`config.mk`:
```
export PLATFORM = sky130hd
export DESIGN_NAME = ula_issue_stage
export DESIGN_NICKNAME = d
export VERILOG_FILES = /design/src/rtl/ula_issue_stage.sv
export SDC_FILE = /design/constraint.sdc
export NUM_CORES = 1
export LEC_CHECK = 0
export BUFFER_PORTS_ARGS = -buffer_cell sky130_fd_sc_hd__buf_4
export CAP_MARGIN = 20
export CORE_AREA = 5 5 143 145
export CTS_BUF_LIST = sky130_fd_sc_hd__clkbuf_2 sky130_fd_sc_hd__clkbuf_4 sky130_fd_sc_hd__clkbuf_8
export DETAILED_ROUTE_END_ITERATION = 8
export DIE_AREA = 0 0 148 150
export GPL_ROUTABILITY_DRIVEN = 0
export PLACE_DENSITY = 0.78
export SLEW_MARGIN = 5
export SYNTH_ARGS = -nofsm -noshare
export SYNTH_HDL_FRONTEND = slang
export SYNTH_SLANG_ARGS = --single-unit
```
`constraint.sdc`:
```
create_clock -name clock -period 2.6 [get_ports clock]
set_input_delay 0.13 -clock clock [delete_from_list [all_inputs] [get_ports clock]]
set_output_delay 0.13 -clock clock [all_outputs]
set_load 0.02 [all_outputs]
```
`src/rtl/ula_issue_stage.sv`:
```
// Operand/issue stage feeding the 16-bit registered ULA: register bank, 3-state issue FSM, writeback and flags.
// Optional immediate operand on alu_b is enabled by defining ULA_ISSUE_IMM_EN.
module ula_issue_stage #(
    parameter int WIDTH  = 16,
    parameter int REG_AW = 3
) (
    input  logic              clock,
    input  logic              reset_n,
    input  logic              in_valid,
    output logic              in_ready,
    input  logic [2:0]        in_op,
    input  logic [REG_AW-1:0] in_rd,
    input  logic [REG_AW-1:0] in_rs,
    input  logic [REG_AW-1:0] in_rt,
`ifdef ULA_ISSUE_IMM_EN
    input  logic              in_use_imm,
    input  logic [WIDTH-1:0]  in_imm,
`endif
    input  logic              hw_en,
    input  logic [REG_AW-1:0] hw_addr,
    input  logic [WIDTH-1:0]  hw_data,
    input  logic [REG_AW-1:0] dbg_addr,
    output logic [WIDTH-1:0]  dbg_data,
    output logic [WIDTH-1:0]  alu_a,
    output logic [WIDTH-1:0]  alu_b,
    output logic [2:0]        alu_ctrl,
    input  logic [WIDTH-1:0]  alu_result,
    input  logic              alu_overflow,
    input  logic              alu_slt,
    output logic              wb_valid,
    output logic [REG_AW-1:0] wb_addr,
    output logic [WIDTH-1:0]  wb_data,
    output logic              flag_zero,
    output logic              flag_overflow,
    output logic              err_illegal
);

    localparam int unsigned NREG = 1 << REG_AW;

    typedef enum logic [1:0] {
        IDLE,
        ISSUE,
        CAPTURE
    } state_t;

    state_t            state;
    logic [WIDTH-1:0]  bank [NREG];
    logic [REG_AW-1:0] rd_q;
    logic [2:0]        op_q;

    logic [WIDTH-1:0]  b_sel;
    logic [WIDTH-1:0]  res;
    logic              illegal;
    logic              ovf;
    logic              wb_we;

    assign dbg_data = bank[dbg_addr];

    always_comb begin
        b_sel = bank[in_rt];
`ifdef ULA_ISSUE_IMM_EN
        if (in_use_imm) b_sel = in_imm;
`endif
    end

    always_comb begin
        res     = '0;
        illegal = 1'b0;
        case (op_q)
            3'b000, 3'b001, 3'b010, 3'b011: res = alu_result;
            3'b100:                         res = {{(WIDTH-1){1'b0}}, alu_slt};
            default:                        illegal = 1'b1;
        endcase
        ovf   = (op_q == 3'b000 || op_q == 3'b001) && alu_overflow;
        wb_we = (state == CAPTURE) && !illegal && (rd_q != '0);
    end

    always_ff @(posedge clock) begin
        if (!reset_n) begin
            state         <= IDLE;
            in_ready      <= 1'b1;
            alu_a         <= '0;
            alu_b         <= '0;
            alu_ctrl      <= '0;
            rd_q          <= '0;
            op_q          <= '0;
            wb_valid      <= 1'b0;
            wb_addr       <= '0;
            wb_data       <= '0;
            flag_zero     <= 1'b0;
            flag_overflow <= 1'b0;
            err_illegal   <= 1'b0;
            for (int unsigned i = 0; i < NREG; i++) bank[i] <= '0;
        end else begin
            wb_valid    <= 1'b0;
            err_illegal <= 1'b0;
            // Host writes to r0 are dropped; a writeback to the same entry on this edge takes priority.
            if (hw_en && hw_addr != '0 && !(wb_we && hw_addr == rd_q))
                bank[hw_addr] <= hw_data;
            case (state)
                IDLE: begin
                    if (in_valid) begin
                        alu_a    <= bank[in_rs];
                        alu_b    <= b_sel;
                        alu_ctrl <= in_op;
                        rd_q     <= in_rd;
                        op_q     <= in_op;
                        in_ready <= 1'b0;
                        state    <= ISSUE;
                    end
                end
                ISSUE: state <= CAPTURE;
                CAPTURE: begin
                    if (wb_we) bank[rd_q] <= res;
                    wb_valid      <= 1'b1;
                    wb_addr       <= rd_q;
                    wb_data       <= res;
                    flag_zero     <= (res == '0);
                    flag_overflow <= ovf;
                    err_illegal   <= illegal;
                    in_ready      <= 1'b1;
                    state         <= IDLE;
                end
                default: begin
                    in_ready <= 1'b1;
                    state    <= IDLE;
                end
            endcase
        end
    end

endmodule

```
==> flow_summary_export.csv <==
group,metric,value,unit
synth,synth.area.top_cells,"edfxtp_1, mux4_2, dfxtp_1",
layout,final_common_cell,"buf_4",
timing,setup_viol,0,
clock_network,tritoncts,"built",
floorplan,initial_utilization,53.0,%
synth,yosysWarnings,0,
layout,stdcell_count,1197,
clock_network,cts-root-buf,"clkbuf_8",
drt,wirelength,29.6,mm
timing,worst_pin_slew,0.818,ns
min_path,hold_depth,3,
synth,syn_area,10100,um2
synth,synthCells,812,
drt,dr.pass1.iters,5,
timing,hold_slack,0.0562,ns
global_routing,grt-ovfl-total,0,
power,power_frac_clock,28.7,%
global_routing,antenna_found_initial,0,
power,power_density,565,nW/um2
floorplan,core-area,19100,um2
clock_network,worst_setup_hold_path_clk_slew,0.10,ns
layout,fillers,1424,
worst_setup_path,start_kind,"flip-flop",
synth,yosysSeqAreaShare,50.7,%
global_routing,grt_pass1_vias,7912,
clock_network,clk_latency,0.48,ns
timing,min_period,2.07,ns
placed_design,dp_hpwl,20.1,mm
clock_network,cts_sinks,192,
global_routing,grt_usage,27.3,%
synth,synthSimpleGateAreaFrac,8.53,%
synth,synth_top_family_by_area,"multiplexers",
timing,drv_slew,0,
layout,drive_above_1_share,32.5,%
timing,maxSlewHeadroom,45.2,%
drt,vias_per_cell,6.70,
synth,synth_area_leader_cell,"edfxtp_1",
min_path,hold_class,"primary input to flip-flop",
power,power_frac_comb,18.5,%
timing,final.setup.tns,0,ns
power,p_switching,1.89,mW
worst_setup_path,critPathRequiredTime,2.80,ns
synth,avgSynthCellArea,12.5,um2
synth,synthMuxAreaShare,23.2,%
power,internal_power,4.85,mW
floorplan,rows,51,
power,power,6.74,mW
floorplan,num_io_pins,131,
power,p_sw_share,28.0,%
placed_design,placed_cells,1142,
drt,ant_nets,0,
layout,syn2layout_area_growth,18.0,%
clock_network,clock_path_buffers,2,
layout,seq_area,5120,um2
power,seqPwrFrac,52.9,%
worst_setup_path,crit_fanout,32,
timing,finalHoldViolations,0,
synth,synth.ff_latch_count,192,
timing,rsz0062_at_grt,"no",
layout,final_cell_mix,"buf_4, o22ai_1, edfxtp_1, mux4_2, nor2_1",
floorplan,fp.dieH,150,um
drt,via_count,8014,
worst_setup_path,worstSetupPathType,"flip-flop to flip-flop",
timing,max_freq,484,MHz
layout,fin_nets,1002,
floorplan,die_area,22200,um2
synth,yosys.area_share.adder,0,%
timing,skew,0.0117,ns
run,maxCapViolCount,0,
layout,multiInputGateArea,4650,um2
power,p_leak,4.34,nW
clock_network,htreeDepth,4,
outcome,outcome,"complete, no violations",
synth,yosysTopAreaCellShare,38.0,%
drt,drt_iter0_markers,907,
clock_network,post_cts_buffers,0,
synth,synthDistinctLibCells,39,
placed_design,portBuffers,130,
worst_setup_path,cp.arrival,2.27,ns
global_routing,grt_pass1_wl,46.3,mm
layout,diodes,0,
global_routing,grt_max_degree,50,
drt,wire_per_inst,24.8,um
worst_setup_path,crit_path_end_kind,"flip-flop",
worst_setup_path,r2r_cells,5,
drt,drcViolationCount,0,
layout,post-route-util,62.6,%
power,ir_worst_vdd,0.381,mV
synth,synth_xor_area_share,0.0866,%
synth,synth-compound-area-share,13.5,%
clock_network,numCtsBuffers,17,
floorplan,die_w,148,um
timing,post-route-period-util,79.5,%
==> registers in the layout (all words and copies together) (netlist names) <==
name / flops
flag_zero: 1
wb_data: 16
alu_b: 16
bank: 128
wb_addr: 3
alu_a: 16
in_ready: 1
rd_q: 3
err_illegal: 1
flag_overflow: 1
op_q: 3
wb_valid: 1
state: 2
==> repair_timing <==
action / 4_1_cts / 5_1_grt
resized for setup: 0 / 0
hold buffers: 23 / 0
endpoints found under the hold margin: 23 / 0
==> final timing paths <==
kind	start	to	slack, ns
max	op_q[1]	bank[3][15]	0.53
min	in_valid	state[0]	0.06
max reg2reg	op_q[1]	bank[3][15]	0.53
min reg2reg	wb_addr[1]	wb_addr[1]	0.47
==> cells in the mapped netlist <==
| cell type | instances |
|---|---|
| mux2_2 | 16 |
| conb_1 | 1 |
| inv_1 | 2 |
| nand2b_1 | 20 |
| nand3_1 | 7 |
| o21a_1 | 1 |
| and2_1 | 1 |
| and3b_1 | 1 |
| dfxtp_1 | 64 |
| a31o_1 | 16 |
| nor3_1 | 3 |
| o211ai_1 | 6 |
| or2_2 | 1 |
| o2111ai_1 | 2 |
| nand3b_1 | 1 |
| nor2b_1 | 2 |
| nor3b_2 | 2 |
| buf_1 | 6 |
| nand4_1 | 2 |
| nand2_1 | 60 |
| edfxtp_1 | 128 |
| o21ba_2 | 1 |
| a21oi_1 | 26 |
| a41oi_1 | 1 |
| or4_1 | 1 |
| and3_1 | 1 |
| buf_2 | 22 |
| buf_6 | 5 |
| nor4_2 | 1 |
| nor4_1 | 3 |
| clkbuf_1 | 55 |
| o22ai_1 | 128 |
| a211o_1 | 1 |
| o211ai_2 | 1 |
| mux4_2 | 96 |
| o21ai_0 | 36 |
| nor2_1 | 90 |
| xnor2_1 | 1 |
| a31oi_1 | 1 |
==> routing by layer <==
layer | track usage (%) | vias up | share of wire [%]
met5 | 0 | - | 0
met4 | 6.74 | 0 | 1.8
met3 | 7.42 | 49 | 14
met2 | 42.1 | 628 | 46
met1 | 39.1 | 3867 | 38
li1 | - | 3470 | -
==> power groups by stage <==
stage / clock (mW) / sequential, mW / combinational (mW)
2_1_floorplan: 0 / 3.65 / 0.711
3_3_place_gp: 0 / 3.62 / 1.19
3_5_place_dp: 0 / 3.63 / 1.20
4_1_cts: 1.94 / 3.56 / 1.24
5_1_grt: 2.08 / 3.59 / 1.33
6_report: 1.93 / 3.57 / 1.24
==> worst max-delay path, stage by stage, from the launching register on <==
cell      delay (ns)
dfxtp_1         0.37
o21ai_0         0.42
nand2_1         0.19
o211ai_2        0.25
buf_4           0.39
o22ai_1         0.16
==> stage by stage <==
stage	setup slack (ns)	area, um2
after global placement	0.679	11300
after detailed placement	0.623	11300
after CTS	0.545	11900
after global routing	0.475	11900
after floorplan	0.0609	10200
final	0.533	11900
==> cell type report <==
cell class,count,share of cell area [%]
sequential,192,42.9
multi-input combinational,545,38.9
timing repair buffer,188,12.4
tap,238,2.49
clock buffer,17,1.96
clock inverter,15,1.21
inverter,2,0.0629
==> kinds of logic (layout without fill, tap and decap cells) <==
group	count (synthesis)	count (layout)
AO/OA/AOI/OAI	220	220
buffers and inverters	90	222
XOR/XNOR	1	1
other	1	16
multiplexers	112	112
AND/OR/NAND/NOR	196	196
flip-flops	192	192
(Power assumes the default switching activity.)
